<file path="config.mk">
export PLATFORM = sky130hd
export DESIGN_NAME = wb_arbiter_2m
export DESIGN_NICKNAME = d
export VERILOG_FILES = /design/src/rtl/wb_pkg.sv /design/src/rtl/wb_outstanding_ctr.sv /design/src/rtl/wb_arbiter_2m.sv
export SDC_FILE = /design/constraint.sdc
export NUM_CORES = 1
export LEC_CHECK = 0
export ABC_AREA = 1
export CAP_MARGIN = 10
export CORE_AREA = 3 3 122 124
export DETAILED_ROUTE_END_ITERATION = 6
export DIE_AREA = 0 0 125 127
export GPL_TIMING_DRIVEN = 0
export HOLD_SLACK_MARGIN = 0.06
export SKIP_LAST_GASP = 1
export SYNTH_ARGS = -nofsm -noshare
export SYNTH_HDL_FRONTEND = slang
export SYNTH_SLANG_ARGS = --single-unit
export TNS_END_PERCENT = 20
</file>
<file path="constraint.sdc">
create_clock -name clk_i -period 2.3 [get_ports clk_i]
set_clock_uncertainty 0.15 [all_clocks]
set_input_delay 0.23 -clock clk_i [delete_from_list [all_inputs] [get_ports clk_i]]
set_output_delay 0.23 -clock clk_i [all_outputs]
set_load 0.05 [all_outputs]
</file>
<file path="src/rtl/wb_pkg.sv">
// Shared Wishbone types for the on-chip bus: arbiter state encoding and
// request/response bundles at the default 32-bit data width.
package wb_pkg;

    localparam int unsigned WB_XLEN = 32;
    localparam int unsigned WB_AW   = WB_XLEN - $clog2(WB_XLEN / 8);

    typedef enum logic [1:0] {
        ARB_IDLE = 2'd0,
        ARB_OWN0 = 2'd1,
        ARB_OWN1 = 2'd2
    } arb_state_t;

    typedef struct packed {
        logic                   cyc;
        logic                   stb;
        logic                   we;
        logic [WB_AW-1:0]       addr;
        logic [WB_XLEN/8-1:0]   sel;
        logic [WB_XLEN-1:0]     dat;
    } wb_req_t;

    typedef struct packed {
        logic                   ack;
        logic                   err;
        logic                   stall;
        logic [WB_XLEN-1:0]     dat;
    } wb_rsp_t;

    function automatic arb_state_t own_of(input logic idx);
        return idx ? ARB_OWN1 : ARB_OWN0;
    endfunction

endpackage

</file>
<file path="src/rtl/wb_outstanding_ctr.sv">
// Counts accepted-but-unretired bus requests, saturating at MAX_OUT.
// Retires on an empty counter are ignored so stray responses never underflow.
module wb_outstanding_ctr #(
    parameter int unsigned MAX_OUT = 4,
    localparam int unsigned CW     = $clog2(MAX_OUT + 1)
) (
    input  logic          clk_i,
    input  logic          rst_i,
    input  logic          clear_i,
    input  logic          accept_i,
    input  logic          retire_i,
    output logic [CW-1:0] count_o,
    output logic          full_o,
    output logic          empty_o
);

    localparam logic [CW-1:0] MaxCnt = CW'(MAX_OUT);

    logic [CW-1:0] count_q, count_d;
    logic          inc, dec;

    assign full_o  = (count_q == MaxCnt);
    assign empty_o = (count_q == '0);
    assign count_o = count_q;

    assign inc = accept_i && !full_o;
    assign dec = retire_i && !empty_o;

    always_comb begin
        count_d = count_q;
        if (clear_i) begin
            count_d = '0;
        end else if (inc && !dec) begin
            count_d = count_q + CW'(1);
        end else if (dec && !inc) begin
            count_d = count_q - CW'(1);
        end
    end

    always_ff @(posedge clk_i) begin
        if (rst_i) begin
            count_q <= '0;
        end else begin
            count_q <= count_d;
        end
    end

endmodule

</file>
<file path="src/rtl/wb_arbiter_2m.sv">
// Two-master pipelined Wishbone arbiter: grants per bus cycle, round-robin on
// contention, with a bounded number of in-flight requests to the slave.
module wb_arbiter_2m
    import wb_pkg::*;
#(
    parameter int unsigned XLEN    = 32,
    parameter int unsigned AW      = XLEN - $clog2(XLEN / 8),
    parameter int unsigned MAX_OUT = 4
) (
    input  logic              clk_i,
    input  logic              rst_i,

    input  logic              m0_cyc_i,
    input  logic              m0_stb_i,
    input  logic              m0_we_i,
    input  logic [AW-1:0]     m0_addr_i,
    input  logic [XLEN/8-1:0] m0_sel_i,
    input  logic [XLEN-1:0]   m0_dat_i,
    output logic              m0_ack_o,
    output logic              m0_err_o,
    output logic              m0_stall_o,
    output logic [XLEN-1:0]   m0_dat_o,

    input  logic              m1_cyc_i,
    input  logic              m1_stb_i,
    input  logic              m1_we_i,
    input  logic [AW-1:0]     m1_addr_i,
    input  logic [XLEN/8-1:0] m1_sel_i,
    input  logic [XLEN-1:0]   m1_dat_i,
    output logic              m1_ack_o,
    output logic              m1_err_o,
    output logic              m1_stall_o,
    output logic [XLEN-1:0]   m1_dat_o,

    output logic              s_cyc_o,
    output logic              s_stb_o,
    output logic              s_we_o,
    output logic [AW-1:0]     s_addr_o,
    output logic [XLEN/8-1:0] s_sel_o,
    output logic [XLEN-1:0]   s_dat_o,
    input  logic              s_ack_i,
    input  logic              s_err_i,
    input  logic              s_stall_i,
    input  logic [XLEN-1:0]   s_dat_i
);

    localparam int unsigned CW = $clog2(MAX_OUT + 1);
    localparam int unsigned BW = 1 + AW + XLEN / 8 + XLEN;

    arb_state_t    state_q, state_d;
    logic          last_grant_q, last_grant_d;
    logic          grant;

    logic          req0, req1;
    logic          own0, own1;
    logic          owner_cyc, owner_stb;
    logic [BW-1:0] m0_bus, m1_bus, owner_bus;

    logic [CW-1:0] out_cnt;
    logic          full, empty;
    logic          accept, retire, clear;
    logic          fwd_ack0, fwd_err0, fwd_ack1, fwd_err1;

    assign req0 = m0_cyc_i && m0_stb_i;
    assign req1 = m1_cyc_i && m1_stb_i;
    assign own0 = (state_q == ARB_OWN0);
    assign own1 = (state_q == ARB_OWN1);

    // Ownership ends on the cycle the owner drops cyc; IDLE always separates owners.
    always_comb begin
        state_d      = state_q;
        last_grant_d = last_grant_q;
        grant        = 1'b0;
        unique case (state_q)
            ARB_IDLE: begin
                if (req0 || req1) begin
                    grant        = (req0 && req1) ? !last_grant_q : req1;
                    state_d      = own_of(grant);
                    last_grant_d = grant;
                end
            end
            ARB_OWN0: if (!m0_cyc_i) state_d = ARB_IDLE;
            ARB_OWN1: if (!m1_cyc_i) state_d = ARB_IDLE;
            default:  state_d = ARB_IDLE;
        endcase
    end

    always_ff @(posedge clk_i) begin
        if (rst_i) begin
            state_q      <= ARB_IDLE;
            last_grant_q <= 1'b1;
        end else begin
            state_q      <= state_d;
            last_grant_q <= last_grant_d;
        end
    end

    assign m0_bus = {m0_we_i, m0_addr_i, m0_sel_i, m0_dat_i};
    assign m1_bus = {m1_we_i, m1_addr_i, m1_sel_i, m1_dat_i};

    always_comb begin
        owner_cyc = 1'b0;
        owner_stb = 1'b0;
        owner_bus = '0;
        unique case (state_q)
            ARB_OWN0: begin
                owner_cyc = m0_cyc_i;
                owner_stb = m0_stb_i;
                owner_bus = m0_bus;
            end
            ARB_OWN1: begin
                owner_cyc = m1_cyc_i;
                owner_stb = m1_stb_i;
                owner_bus = m1_bus;
            end
            default: ;
        endcase
    end

    assign s_cyc_o = owner_cyc;
    // Full is judged on the registered count; a same-cycle ack frees nothing yet.
    assign s_stb_o = owner_stb && !full;
    assign {s_we_o, s_addr_o, s_sel_o, s_dat_o} = owner_bus;

    assign m0_stall_o = own0 ? (s_stall_i || full) : 1'b1;
    assign m1_stall_o = own1 ? (s_stall_i || full) : 1'b1;

    // Responses with nothing outstanding are stale (aborted cycle) and dropped.
    assign fwd_ack0 = s_ack_i && own0 && !empty && m0_cyc_i;
    assign fwd_err0 = s_err_i && own0 && !empty && m0_cyc_i;
    assign fwd_ack1 = s_ack_i && own1 && !empty && m1_cyc_i;
    assign fwd_err1 = s_err_i && own1 && !empty && m1_cyc_i;

    assign m0_ack_o = fwd_ack0;
    assign m0_err_o = fwd_err0;
    assign m1_ack_o = fwd_ack1;
    assign m1_err_o = fwd_err1;
    assign m0_dat_o = s_dat_i;
    assign m1_dat_o = s_dat_i;

    assign accept = s_stb_o && !s_stall_i;
    assign retire = fwd_ack0 || fwd_err0 || fwd_ack1 || fwd_err1;
    assign clear  = (own0 && !m0_cyc_i) || (own1 && !m1_cyc_i);

    wb_outstanding_ctr #(
        .MAX_OUT (MAX_OUT)
    ) u_ctr (
        .clk_i    (clk_i),
        .rst_i    (rst_i),
        .clear_i  (clear),
        .accept_i (accept),
        .retire_i (retire),
        .count_o  (out_cnt),
        .full_o   (full),
        .empty_o  (empty)
    );

endmodule

</file>
==> insert_results.sql, run 1 <==
INSERT INTO impl_metrics (metric_group, metric, value, unit) VALUES
('power_and_ir_drop', 'ir_drop', '191', 'uV'),
('grt', 'globalRouteMet3Util', '2.47', '%'),
('clocking', 'cts_max_path_buffers', '2', ''),
('place', 'detailed_place.area', '5010', 'um^2'),
('detailed_routing', 'post_drt_wl_per_cell', '14.4', 'um'),
('place', 'globalplace.congestion', '0.804', ''),
('timing', 'setup_viol', '27', ''),
('layout', 'area.growth.synth_to_final', '149', '%'),
('clocking', 'cts_num_sinks', '6', ''),
('place', 'pre_cts_ws', '-0.449', 'ns'),
('timing', 'drv_slew', '0', ''),
('power_and_ir_drop', 'seq_power_share', '7.0', '%'),
('detailed_routing', 'drc_violations_left', '0', ''),
('timing', 'max_freq', '420', 'MHz'),
('yosys', 'syn-num-nets', '547', ''),
('place', 'dpl.cell_count', '828', ''),
('power_and_ir_drop', 'p_sw', '800', 'uW'),
('power_and_ir_drop', 'power_switching_share', '47.9', '%'),
('floorplanning', 'dieArea', '15900', 'um^2'),
('clocking', 'cts_tree', 'done', ''),
('timing', 'final_critical_path_setup_slack', '-0.0835', 'ns'),
('yosys', 'synth_top_family_by_area', 'simple AND/OR/NAND/NOR gates', ''),
('hold_path', 'worstHoldPathType', 'register to register', ''),
('power_and_ir_drop', 'power_per_cell_area', '340', 'nW/um^2'),
('hold_path', 'min_path_cells', '2', ''),
('detailed_routing', 'post_drt_via_cell_ratio', '3.85', ''),
('clocking', 'worstSkewPairLatency', '0.23', 'ns'),
('layout', 'final_nets', '833', ''),
('floorplanning', 'std_cell_rows', '43', ''),
('clocking', 'post_cts_hold_buffer_count', '0', ''),
('floorplanning', 'core_area', '13900', 'um^2'),
('yosys', 'synth_xor_area_share', '0', '%'),
('layout', 'instances_no_fill', '831', ''),
('outcome', 'violations', 'setup timing', ''),
('yosys', 'syn_area_per_cell', '5.37', 'um^2'),
('clocking', 'worst_setup_hold_path_clk_slew', '0.03', 'ns'),
('timing', 'finalCriticalPeriod', '2.38', 'ns'),
('worst_setup_path', 'required', '1.92', 'ns'),
('worst_setup_path', 'worst_setup_path_start_kind', 'register', ''),
('power_and_ir_drop', 'clock_power_share', '17.1', '%'),
('timing', 'timing_hold_violations_final', '0', ''),
('grt', 'global_route.usage.met2', '24.6', '%'),
('clocking', 'clk_root_buffer_cell', 'sky130_fd_sc_hd__clkbuf_16', ''),
('clocking', 'ctsHtreeMaxLevel', '1', ''),
('worst_setup_path', 'timing.rr.end', 'u_ctr.count_o[2]', ''),
('grt', 'grt.met1_usage', '18.3', '%'),
('place', 'dp_hpwl', '10200', 'um'),
('worst_setup_path', 'endpoint_kind', 'output port', ''),
('yosys', 'ys_ff_latch', '6', ''),
('hold_path', 'hold-path-endpoint', 'state_q[1]', ''),
('floorplanning', 'chipHeight', '127', 'um'),
('layout', 'layout_cell_share_with_drive_strength_beyond_1', '23.2', '%'),
('yosys', 'synth-compound-area-share', '19.6', '%'),
('power_and_ir_drop', 'combPwrFrac', '75.9', '%'),
('detailed_routing', 'dr.first_iter.drc_count', '88', ''),
('yosys', 'synth_adder_area_share', '3.56', '%'),
('yosys', 'yosys-mux-area-fraction', '0', '%'),
('clocking', 'number_of_buffers_created_by_cts', '3', ''),
('timing', 'worst-slew-pin-transition', '0.527', 'ns'),
('detailed_routing', 'ant_nets', '0', ''),
('timing', 'timing.slew.headroom', '65.0', '%'),
('worst_setup_path', 'critical_setup_path_class', 'register to output port', ''),
('flow_run', 'cap_viol_max_count', '0', ''),
('layout', 'post-route-cell-area', '4900', 'um^2'),
('layout', 'num_antenna_cells', '0', ''),
('worst_setup_path', 'regToRegStartpoint', 'state_q[0]', ''),
('grt', 'grt_most_used_layer', 'met2', ''),
('outcome', 'run_status', 'finished with violations', ''),
('floorplanning', 'die-width', '125', 'um'),
('yosys', 'synth_simple_gate_area_share', '35.7', '%'),
('grt', 'number_of_antenna_violations_at_the_first_check_in_global_routing', '0', '');
## per-stage QoR
stage,total power [uW],hold WS (ns),TNS (ns),util (%)
detailed placement,1420,0.341,-18.34,36.1
global placement,1420,0.336,-17.78,36.1
finish,1670,0.344,-1.47,35.3
CTS,1690,0.346,-7.97,35.9
global route,1770,0.397,-7.40,35.3
floorplan,858,0.142,0,-
## repair_timing
action,CTS,global route
pin swaps,0,0
buffers inserted,0,0
setup endpoints to repair,76,77
resized for setup,155,101
## kinds of logic after synthesis
family / count (synthesis)
buf+inv: 102
simple gates: 179
flops: 6
compound gates: 75
fa+ha+maj: 5
## cell type report
cell class | count | area, um^2
tap | 180 | 225
multi-input combinational | 259 | 1160
timing repair buffer | 281 | 2610
sequential | 6 | 120
fill | 1552 | 8980
inverter | 15 | 56.3
clock buffer | 3 | 75.1
buffer | 87 | 657
## power by group through the flow
stage	Sequential (uW)	Clock, uW	Combinational, uW
finish	118	285	1270
CTS	117	293	1280
global placement	119	0	1300
floorplan	118	0	741
detailed placement	119	0	1300
global route	119	298	1350
## worst max-delay path by stage
stage                         to  cells after the start
finish              s_addr_o[27]                      8
global route        s_addr_o[24]                      6
global placement      s_dat_o[8]                      7
floorplan            s_dat_o[10]                      6
CTS                 s_addr_o[16]                      8
detailed placement    s_dat_o[8]                      7
## per-layer routing
metal  up-vias  share of wire, %
met5         -                 0
met4         0              0.88
met3         9               6.4
met2       152                49
met1      1372                43
li1       1665                 -
## placed cells by master, fill, tap and decap left out, drive strengths merged
cell type,netlist,final
clkdlybuf4s50,0,210
nand2,158,158
buf,83,108
a21oi,73,73
clkbuf,4,28
inv,15,15
dlygate4sd2,0,13
clkdlybuf4s15,0,12
nor2,11,11
dfxtp,6,6
nand3,5,5
ha,4,4
a22o,1,1
and3,1,1
nor3,1,1
o21ai,1,1
nor3b,1,1
or2,1,1
nand4,1,1
fa,1,1
## cells in the mapped netlist
master / count / area, um^2
sky130_fd_sc_hd__nor3_1: 1 / 5.00
sky130_fd_sc_hd__fa_1: 1 / 20.0
sky130_fd_sc_hd__nand4_1: 1 / 6.26
sky130_fd_sc_hd__and3_1: 1 / 6.26
sky130_fd_sc_hd__nand2_2: 3 / 18.8
sky130_fd_sc_hd__inv_2: 2 / 7.51
sky130_fd_sc_hd__buf_4: 66 / 495
sky130_fd_sc_hd__buf_6: 6 / 67.6
sky130_fd_sc_hd__or2_2: 1 / 6.26
sky130_fd_sc_hd__dfxtp_1: 6 / 120
sky130_fd_sc_hd__o21ai_1: 1 / 5.00
sky130_fd_sc_hd__a21oi_1: 71 / 355
sky130_fd_sc_hd__nor2_1: 11 / 41.3
sky130_fd_sc_hd__clkbuf_1: 4 / 15.0
sky130_fd_sc_hd__a21oi_2: 2 / 17.5
sky130_fd_sc_hd__ha_1: 4 / 50.1
sky130_fd_sc_hd__nand2_1: 155 / 582
sky130_fd_sc_hd__inv_1: 13 / 48.8
sky130_fd_sc_hd__buf_2: 11 / 55.1
sky130_fd_sc_hd__nor3b_2: 1 / 12.5
sky130_fd_sc_hd__a22o_1: 1 / 8.76
sky130_fd_sc_hd__nand3_1: 5 / 25.0
## registers in the layout, indices dropped and copies added (netlist names)
signal         flops
u_ctr.count_o      3
state_q            2
last_grant_q       1
## worst max-delay path: stages, from the launching register on
cell	delay, ns
sky130_fd_sc_hd__dfxtp_1	0.32
sky130_fd_sc_hd__inv_1	0.08
sky130_fd_sc_hd__ha_1	0.14
sky130_fd_sc_hd__buf_4	0.19
sky130_fd_sc_hd__buf_8	0.17
sky130_fd_sc_hd__buf_6	0.15
sky130_fd_sc_hd__nand2_1	0.06
sky130_fd_sc_hd__a21oi_1	0.11
sky130_fd_sc_hd__dlygate4sd2_1	0.55
No activity file was read; power rests on OpenSTA's default activity.
==> run 2, diff against run 1 <==
--- a/config.mk
+++ b/config.mk
@@ -7,11 +7,15 @@
 export LEC_CHECK = 0
 export ABC_AREA = 1
 export CAP_MARGIN = 10
-export CORE_AREA = 3 3 122 124
+export CELL_PAD_IN_SITES_DETAIL_PLACEMENT = 1
+export CELL_PAD_IN_SITES_GLOBAL_PLACEMENT = 2
+export CORE_ASPECT_RATIO = 1.25
+export CORE_MARGIN = 3
+export CORE_UTILIZATION = 10
 export DETAILED_ROUTE_END_ITERATION = 6
-export DIE_AREA = 0 0 125 127
 export GPL_TIMING_DRIVEN = 0
 export HOLD_SLACK_MARGIN = 0.06
+export PLACE_DENSITY_LB_ADDON = 0.1
 export SKIP_LAST_GASP = 1
 export SYNTH_ARGS = -nofsm -noshare
 export SYNTH_HDL_FRONTEND = slang
==> run 2 against run 1 <==
The run still ends with setup timing left. Combinational power barely moved. Critical path type unchanged. Core utilization fell by 9.0 points. Die area rose by 35%. Power rose by 0.16%. Largest power group unchanged.
==> insert_results.sql, run 2 (synthesized netlist as in run 1, its figures left out) <==
INSERT INTO impl_metrics (metric_group, metric, value, unit) VALUES
('outcome', 'run_status', 'finished with violations', ''),
('outcome', 'violations', 'setup timing', ''),
('clocking', 'worst_setup_hold_path_clk_slew', '0.03', 'ns'),
('grt', 'first_global_vias', '3613', ''),
('detailed_routing', 'ant_nets', '0', ''),
('worst_setup_path', 'worst_setup_path_start_kind', 'register', ''),
('clocking', 'clk_root_buffer_cell', 'sky130_fd_sc_hd__clkbuf_16', ''),
('layout', 'max_reg_flops', '3', ''),
('grt', 'grt-ovfl-total', '0', ''),
('worst_setup_path', 'path_delay_family', 'buffers and inverters', ''),
('timing', 'rsz0062_at_grt', 'true', ''),
('place', 'detailed_place.area', '5110', 'um^2'),
('floorplanning', 'die-width', '132', 'um'),
('floorplanning', 'initial_core_util', '10.3', '%'),
('detailed_routing', 'post_drt_wl_per_cell', '16.6', 'um'),
('power_and_ir_drop', 'power_leakage', '0.00205', 'uW'),
('clocking', 'cts.repair_timing.setup_buffer_count', '0', ''),
('layout', 'layout_commonest_cell', 'sky130_fd_sc_hd__clkdlybuf4s50_1', ''),
('worst_setup_path', 'endpoint_kind', 'output port', ''),
('power_and_ir_drop', 'p_sw', '806', 'uW'),
('worst_setup_path', 'cp_num_buf_inv', '5', ''),
('floorplanning', 'core_area', '19100', 'um^2'),
('layout', 'most-common-layout-cells', '210 x sky130_fd_sc_hd__clkdlybuf4s50_1, 155 x sky130_fd_sc_hd__nand2_1, 70 x sky130_fd_sc_hd__a21oi_1, 68 x sky130_fd_sc_hd__buf_4, 26 x sky130_fd_sc_hd__buf_2', ''),
('worst_setup_path', 'critPathArrivalTime', '2.05', 'ns'),
('place', 'dp_hpwl', '13200', 'um'),
('timing', 'finalCritPeriodShare', '106', '%'),
('hold_path', 'worstHoldPathType', 'register to register', ''),
('worst_setup_path', 'required', '1.92', 'ns'),
('clocking', 'post_cts_hold_buffer_count', '0', ''),
('grt', 'grt_first_pass_wirelength', '22000', 'um'),
('timing', 'finalCriticalPeriod', '2.43', 'ns'),
('grt', 'largest_net_degree_at_the_start_of_global_routing', '11', ''),
('detailed_routing', 'number_of_vias_after_detailed_routing', '3399', ''),
('power_and_ir_drop', 'ir_drop', '157', 'uV'),
('clocking', 'ctsHtreeMaxLevel', '1', ''),
('place', 'port_buffers', '281', ''),
('clocking', 'worstSkewPairLatency', '0.22', 'ns'),
('timing', 'drv_slew', '0', ''),
('worst_setup_path', 'critPathMostFrequentCell', 'sky130_fd_sc_hd__buf_6', ''),
('timing', 'worst-slew-pin-transition', '0.566', 'ns'),
('place', 'globalplace.congestion', '0.730', ''),
('power_and_ir_drop', 'clock_power_share', '16.6', '%'),
('layout', 'post-route-cell-area', '5020', 'um^2'),
('detailed_routing', 'post_drt_via_cell_ratio', '3.72', ''),
('detailed_routing', 'routed.top_layer', 'met4', ''),
('clocking', 'cts_num_sinks', '6', ''),
('layout', 'final.fill_count', '2364', ''),
('worst_setup_path', 'critical_path_peak_fanout', '10', ''),
('layout', 'layout_cell_share_with_drive_strength_beyond_1', '23.0', '%'),
('grt', 'global_route.usage.total', '12.9', '%'),
('floorplanning', 'std_cell_rows', '56', ''),
('grt', 'number_of_antenna_violations_at_the_first_check_in_global_routing', '2', ''),
('timing', 'timing_hold_violations_final', '0', ''),
('power_and_ir_drop', 'combPwrFrac', '76.4', '%'),
('clocking', 'ctsResizeCount', '157', ''),
('detailed_routing', 'met3_length', '1630', 'um'),
('layout', 'area.growth.synth_to_final', '155', '%'),
('clocking', 'cts_tree', 'done', ''),
('worst_setup_path', 'timing.critical_path.slowest_cell_delay', '0.55', 'ns'),
('floorplanning', 'dieArea', '21400', 'um^2'),
('power_and_ir_drop', 'power_per_cell_area', '333', 'nW/um^2'),
('detailed_routing', 'dr.first_iter.drc_count', '62', ''),
('flow_run', 'cap_viol_max_count', '0', ''),
('clocking', 'cts_max_path_buffers', '2', ''),
('worst_setup_path', 'critical_path.cell_chain', 'inv_1 > ha_1 > buf_4 > buf_6 > buf_6 > nand2_1 > a21oi_1 > clkdlybuf4s15_1', ''),
('timing', 'hold-worst-slack', '0.359', 'ns'),
('power_and_ir_drop', 'internal-power', '866', 'uW'),
('timing', 'final_critical_path_setup_slack', '-0.131', 'ns'),
('floorplanning', 'floorplan.io_pins', '314', ''),
('worst_setup_path', 'critical_setup_path_class', 'register to output port', ''),
('detailed_routing', 'drt-pass1-iter-count', '4', ''),
('layout', 'final_nets', '833', ''),
('detailed_routing', 'met2_length', '7850', 'um'),
('power_and_ir_drop', 'seq_power_share', '7.1', '%'),
('worst_setup_path', 'cp_slowest_cell', 'sky130_fd_sc_hd__clkdlybuf4s15_1', ''),
('timing', 'max_freq', '411', 'MHz'),
('clocking', 'number_of_buffers_created_by_cts', '3', ''),
('detailed_routing', 'drc_violations_left', '0', ''),
('floorplanning', 'chipHeight', '163', 'um'),
('detailed_routing', 'routed_wirelength', '15200', 'um'),
('detailed_routing', 'wirelength_met1', '5460', 'um'),
('layout', 'instances_no_fill', '914', ''),
('timing', 'timing.slew.headroom', '62.4', '%'),
('power_and_ir_drop', 'power_switching_share', '48.2', '%'),
('place', 'dpl.cell_count', '909', ''),
('timing', 'setup_viol', '34', '');
## run 2: worst register-to-register path, delay by kind of cell (launching register included)
kind	cells	cell delay (ns)
AO/OA/AOI/OAI	1	0.18
adder cells (fa/ha/maj)	3	0.68
buffers and inverters	4	0.38
flip-flops	1	0.32
AND/OR/NAND/NOR	5	0.49
## run 2: per-layer routing
metal	vias up	GRT usage, %
met5	-	0
met3	14	5.78
met2	194	24.5
li1	1660	-
met4	0	2.48
met1	1531	13.1
## run 2: final cells by class
class / instances / area [um^2] / area share (%)
antenna: 2 / 5.00 / 0.0997
buffer: 87 / 649 / 12.9
clock buffer: 3 / 75.1 / 1.50
inverter: 15 / 56.3 / 1.12
multi-input combinational: 259 / 1160 / 23.2
sequential: 6 / 120 / 2.39
tap: 261 / 327 / 6.51
timing repair buffer: 281 / 2620 / 52.3
## run 2: power by group through the flow
stage	Clock [uW]	Combinational, uW	Sequential (uW)
global placement	0	1310	119
CTS	281	1310	118
finish	277	1280	118
global route	290	1360	119
floorplan	0	741	118
detailed placement	0	1330	119
## run 2: final timing paths
path / cells past startpoint / endpoint / from / slack, ns
hold / removal: 2 / state_q[0] / state_q[0] / 0.36
setup reg to reg: 13 / u_ctr.count_o[2] / state_q[1] / -0.03
hold reg to reg: 2 / state_q[0] / state_q[0] / 0.36
setup / recovery: 8 / s_addr_o[29] / state_q[1] / -0.13
## run 2: through the flow
step           setup slack, ns  utilization (%)  power (uW)  setup TNS [ns]
2_1_floorplan           0.0876                -         858               0
3_3_place_gp            -0.444             26.8        1430          -20.37
3_5_place_dp            -0.508             26.8        1440          -21.62
4_1_cts                 -0.247             26.9        1710          -11.62
5_1_grt                 -0.252             26.3        1770           -8.78
6_report                -0.131             26.3        1670           -2.01
==> run 3, diff against run 2 <==
==> constraint.sdc (replaced) <==
create_clock -name clk_i -period 2.05 [get_ports clk_i]
set_clock_uncertainty 0.15 [all_clocks]
set_input_delay 0.205 -clock clk_i [delete_from_list [all_inputs] [get_ports clk_i]]
set_output_delay 0.205 -clock clk_i [all_outputs]
set_load 0.05 [all_outputs]
==> run 3 against run 2 <==
The flow still finishes with violations (setup timing). Combinational power increased by 16%. Sequential cell count unchanged. Count of clock-buffer cells in the layout unchanged. Power increased by 16%. Largest cell class unchanged.
==> insert_results.sql, run 3 (synthesized netlist as in run 1, its figures left out) <==
INSERT INTO impl_metrics (metric_group, metric, value, unit) VALUES
('outcome', 'run_status', 'finished with violations', ''),
('outcome', 'violations', 'setup timing', ''),
('floorplanning', 'core_area', '19100', 'um^2'),
('power_and_ir_drop', 'power_leakage', '0.00206', 'uW'),
('timing', 'setup_viol', '49', ''),
('grt', 'global_route.usage.total', '13.1', '%'),
('clocking', 'clk_root_buffer_cell', 'sky130_fd_sc_hd__clkbuf_16', ''),
('power_and_ir_drop', 'power_per_cell_area', '372', 'nW/um^2'),
('worst_setup_path', 'timing.critical_path.slowest_cell_delay', '0.37', 'ns'),
('floorplanning', 'die-width', '132', 'um'),
('detailed_routing', 'post_drt_via_cell_ratio', '3.74', ''),
('floorplanning', 'dieArea', '21400', 'um^2'),
('worst_setup_path', 'required', '1.69', 'ns'),
('timing', 'timing.slew.headroom', '64.7', '%'),
('power_and_ir_drop', 'clock_power_share', '16.1', '%'),
('worst_setup_path', 'cp_num_buf_inv', '5', ''),
('worst_setup_path', 'timing.rr.end', 'u_ctr.count_o[2]', ''),
('clocking', 'worst_setup_hold_path_clk_slew', '0.03', 'ns'),
('hold_path', 'min_from', 'state_q[0]', ''),
('detailed_routing', 'drt-pass1-iter-count', '4', ''),
('worst_setup_path', 'cp_slowest_cell', 'sky130_fd_sc_hd__dfxtp_4', ''),
('timing', 'worst-slew-pin-transition', '0.531', 'ns'),
('timing', 'finalCriticalPeriod', '2.20', 'ns'),
('clocking', 'worstSkewPairLatency', '0.22', 'ns'),
('clocking', 'number_of_buffers_created_by_cts', '3', ''),
('flow_run', 'cap_viol_max_count', '0', ''),
('place', 'port_buffers', '281', ''),
('power_and_ir_drop', 'ir_drop', '176', 'uV'),
('detailed_routing', 'post_drt_wl_per_cell', '16.6', 'um'),
('timing', 'drv_slew', '0', ''),
('layout', 'most-common-layout-cells', '206 x sky130_fd_sc_hd__clkdlybuf4s50_1, 155 x sky130_fd_sc_hd__nand2_1, 91 x sky130_fd_sc_hd__buf_4, 65 x sky130_fd_sc_hd__a21oi_1, 26 x sky130_fd_sc_hd__buf_2', ''),
('worst_setup_path', 'worst-r2r-cell-count', '13', ''),
('grt', 'grt-ovfl-total', '0', ''),
('worst_setup_path', 'critPathArrivalTime', '1.84', 'ns'),
('hold_path', 'hold-path-endpoint', 'state_q[0]', ''),
('detailed_routing', 'dr.first_iter.drc_count', '109', ''),
('worst_setup_path', 'critical_setup_path_class', 'register to output port', ''),
('layout', 'final_nets', '834', ''),
('layout', 'layout_commonest_cell', 'sky130_fd_sc_hd__clkdlybuf4s50_1', ''),
('worst_setup_path', 'endpoint_kind', 'output port', ''),
('clocking', 'ctsHtreeMaxLevel', '1', ''),
('layout', 'final.fill_count', '2333', ''),
('detailed_routing', 'drc_violations_left', '0', ''),
('layout', 'layout_cell_share_with_drive_strength_beyond_1', '28.5', '%'),
('power_and_ir_drop', 'seq_power_share', '7.1', '%'),
('power_and_ir_drop', 'power_switching_share', '47.6', '%'),
('grt', 'largest_net_degree_at_the_start_of_global_routing', '11', ''),
('place', 'pre_cts_ws', '-0.733', 'ns'),
('worst_setup_path', 'rrSetupSlack', '-0.13', 'ns'),
('worst_setup_path', 'critical_path_peak_fanout', '10', ''),
('timing', 'finalCritPeriodShare', '107', '%'),
('place', 'globalplace.congestion', '0.730', ''),
('floorplanning', 'std_cell_rows', '56', ''),
('hold_path', 'worstHoldPathType', 'register to register', ''),
('detailed_routing', 'routed_wirelength', '15200', 'um'),
('worst_setup_path', 'critical_path.cell_chain', 'inv_4 > ha_1 > inv_2 > buf_4 > buf_4 > a21oi_1 > buf_2', ''),
('floorplanning', 'floorplan.io_pins', '314', ''),
('place', 'dp_hpwl', '13200', 'um'),
('worst_setup_path', 'worst_setup_path_start_kind', 'register', ''),
('worst_setup_path', 'critPathMostFrequentCell', 'sky130_fd_sc_hd__buf_4', ''),
('timing', 'max_freq', '455', 'MHz'),
('grt', 'grt_first_pass_wirelength', '22200', 'um'),
('power_and_ir_drop', 'p_sw', '920', 'uW'),
('clocking', 'cts_tree', 'done', ''),
('hold_path', 'min_path_cells', '2', ''),
('clocking', 'cts_max_path_buffers', '2', ''),
('clocking', 'cts_num_sinks', '6', ''),
('timing', 'timing_hold_violations_final', '0', ''),
('grt', 'first_global_vias', '3642', ''),
('detailed_routing', 'ant_nets', '0', ''),
('timing', 'final_critical_path_setup_slack', '-0.150', 'ns'),
('timing', 'rsz0062_at_grt', 'true', ''),
('floorplanning', 'initial_core_util', '10.3', '%'),
('power_and_ir_drop', 'combPwrFrac', '76.9', '%'),
('layout', 'max_reg_flops', '3', ''),
('floorplanning', 'chipHeight', '163', 'um'),
('grt', 'number_of_antenna_violations_at_the_first_check_in_global_routing', '1', ''),
('layout', 'area.growth.synth_to_final', '164', '%'),
('detailed_routing', 'number_of_vias_after_detailed_routing', '3418', ''),
('power_and_ir_drop', 'internal-power', '1010', 'uW'),
('timing', 'accumulated_negative_setup_slack', '-4.57', 'ns'),
('worst_setup_path', 'path_delay_family', 'buffers and inverters', ''),
('worst_setup_path', 'regToRegStartpoint', 'state_q[0]', '');
run 3: cell types whose count changed in the layout (fill, tap and decap cells not counted), moves of 3 or more:
| cell | delta |
|---|---|
| sky130_fd_sc_hd__buf_4 | +23 |
| sky130_fd_sc_hd__a21oi_2 | +5 |
| sky130_fd_sc_hd__clkdlybuf4s18_2 | +3 |
| sky130_fd_sc_hd__clkbuf_2 | -21 |
| sky130_fd_sc_hd__clkdlybuf4s15_1 | -6 |
| sky130_fd_sc_hd__clkdlybuf4s15_2 | +8 |
| sky130_fd_sc_hd__clkdlybuf4s50_1 | -4 |
| sky130_fd_sc_hd__dlygate4sd2_1 | -8 |
| sky130_fd_sc_hd__ha_1 | -3 |
| sky130_fd_sc_hd__buf_6 | +4 |
| sky130_fd_sc_hd__a21oi_1 | -5 |
| sky130_fd_sc_hd__buf_8 | +3 |
| sky130_fd_sc_hd__inv_1 | -3 |
run 3: worst max-delay path by stage:
stage                from                to  slack [ns]  cells past startpoint
3_5_place_dp   state_q[0]        s_dat_o[7]       -0.73                      7
6_report       state_q[0]       s_dat_o[17]       -0.15                      7
5_1_grt        state_q[0]       s_dat_o[22]       -0.26                      7
4_1_cts        state_q[0]  u_ctr.count_o[2]       -0.20                     13
3_3_place_gp   state_q[0]        s_dat_o[7]       -0.67                      7
2_1_floorplan  state_q[0]       s_dat_o[10]       -0.14                      6
run 3: per-stage QoR:
step           total power, uW  std cells  hold WS (ns)  utilization (%)  instance area (um^2)
2_1_floorplan              963        367         0.117                -                  1970
3_3_place_gp              1610        909         0.338             26.8                  5110
3_5_place_dp              1620        909         0.357             26.8                  5110
4_1_cts                   1960        913         0.379             27.2                  5190
5_1_grt                   2050        914         0.413             27.3                  5200
6_report                  1930        915         0.389             27.3                  5200
run 3: power by group through the flow:
stage | clock [uW] | sequential (uW) | combinational [uW]
2_1_floorplan | 0 | 132 | 831
3_3_place_gp | 0 | 133 | 1470
3_5_place_dp | 0 | 134 | 1490
4_1_cts | 315 | 136 | 1510
5_1_grt | 325 | 138 | 1580
6_report | 310 | 137 | 1490
run 3: tightest hold or removal path, delay by kind of cell, from the launching register on:
family | cells | cell delay [ns]
flops | 1 | 0.36
compound gates | 1 | 0.05
simple gates | 1 | 0.09
run 3: timing repair:
action                                  4_1_cts  5_1_grt
hold buffers                                  0        0
resized for setup                           349       56
setup buffers                                 1        0
endpoints found under the setup margin       78       78
pin swaps                                     5        2
run 3: routing by layer:
layer | part of all wire (%) | routed length [um] | track usage (%)
met1 | 36 | 5410 | 13.3
met2 | 52 | 7970 | 24.9
met3 | 11 | 1620 | 5.87
met4 | 1.5 | 227 | 2.01
met5 | 0 | 0 | 0
run 3: layout make-up:
class	instances	area (um^2)	share of cell area, %
sequential	6	128	2.45
buffer	87	678	13.0
multi-input combinational	259	1220	23.6
tap	261	327	6.28
timing repair buffer	282	2700	51.9
antenna	2	5.00	0.0963
inverter	15	61.3	1.18
clock buffer	3	75.1	1.44
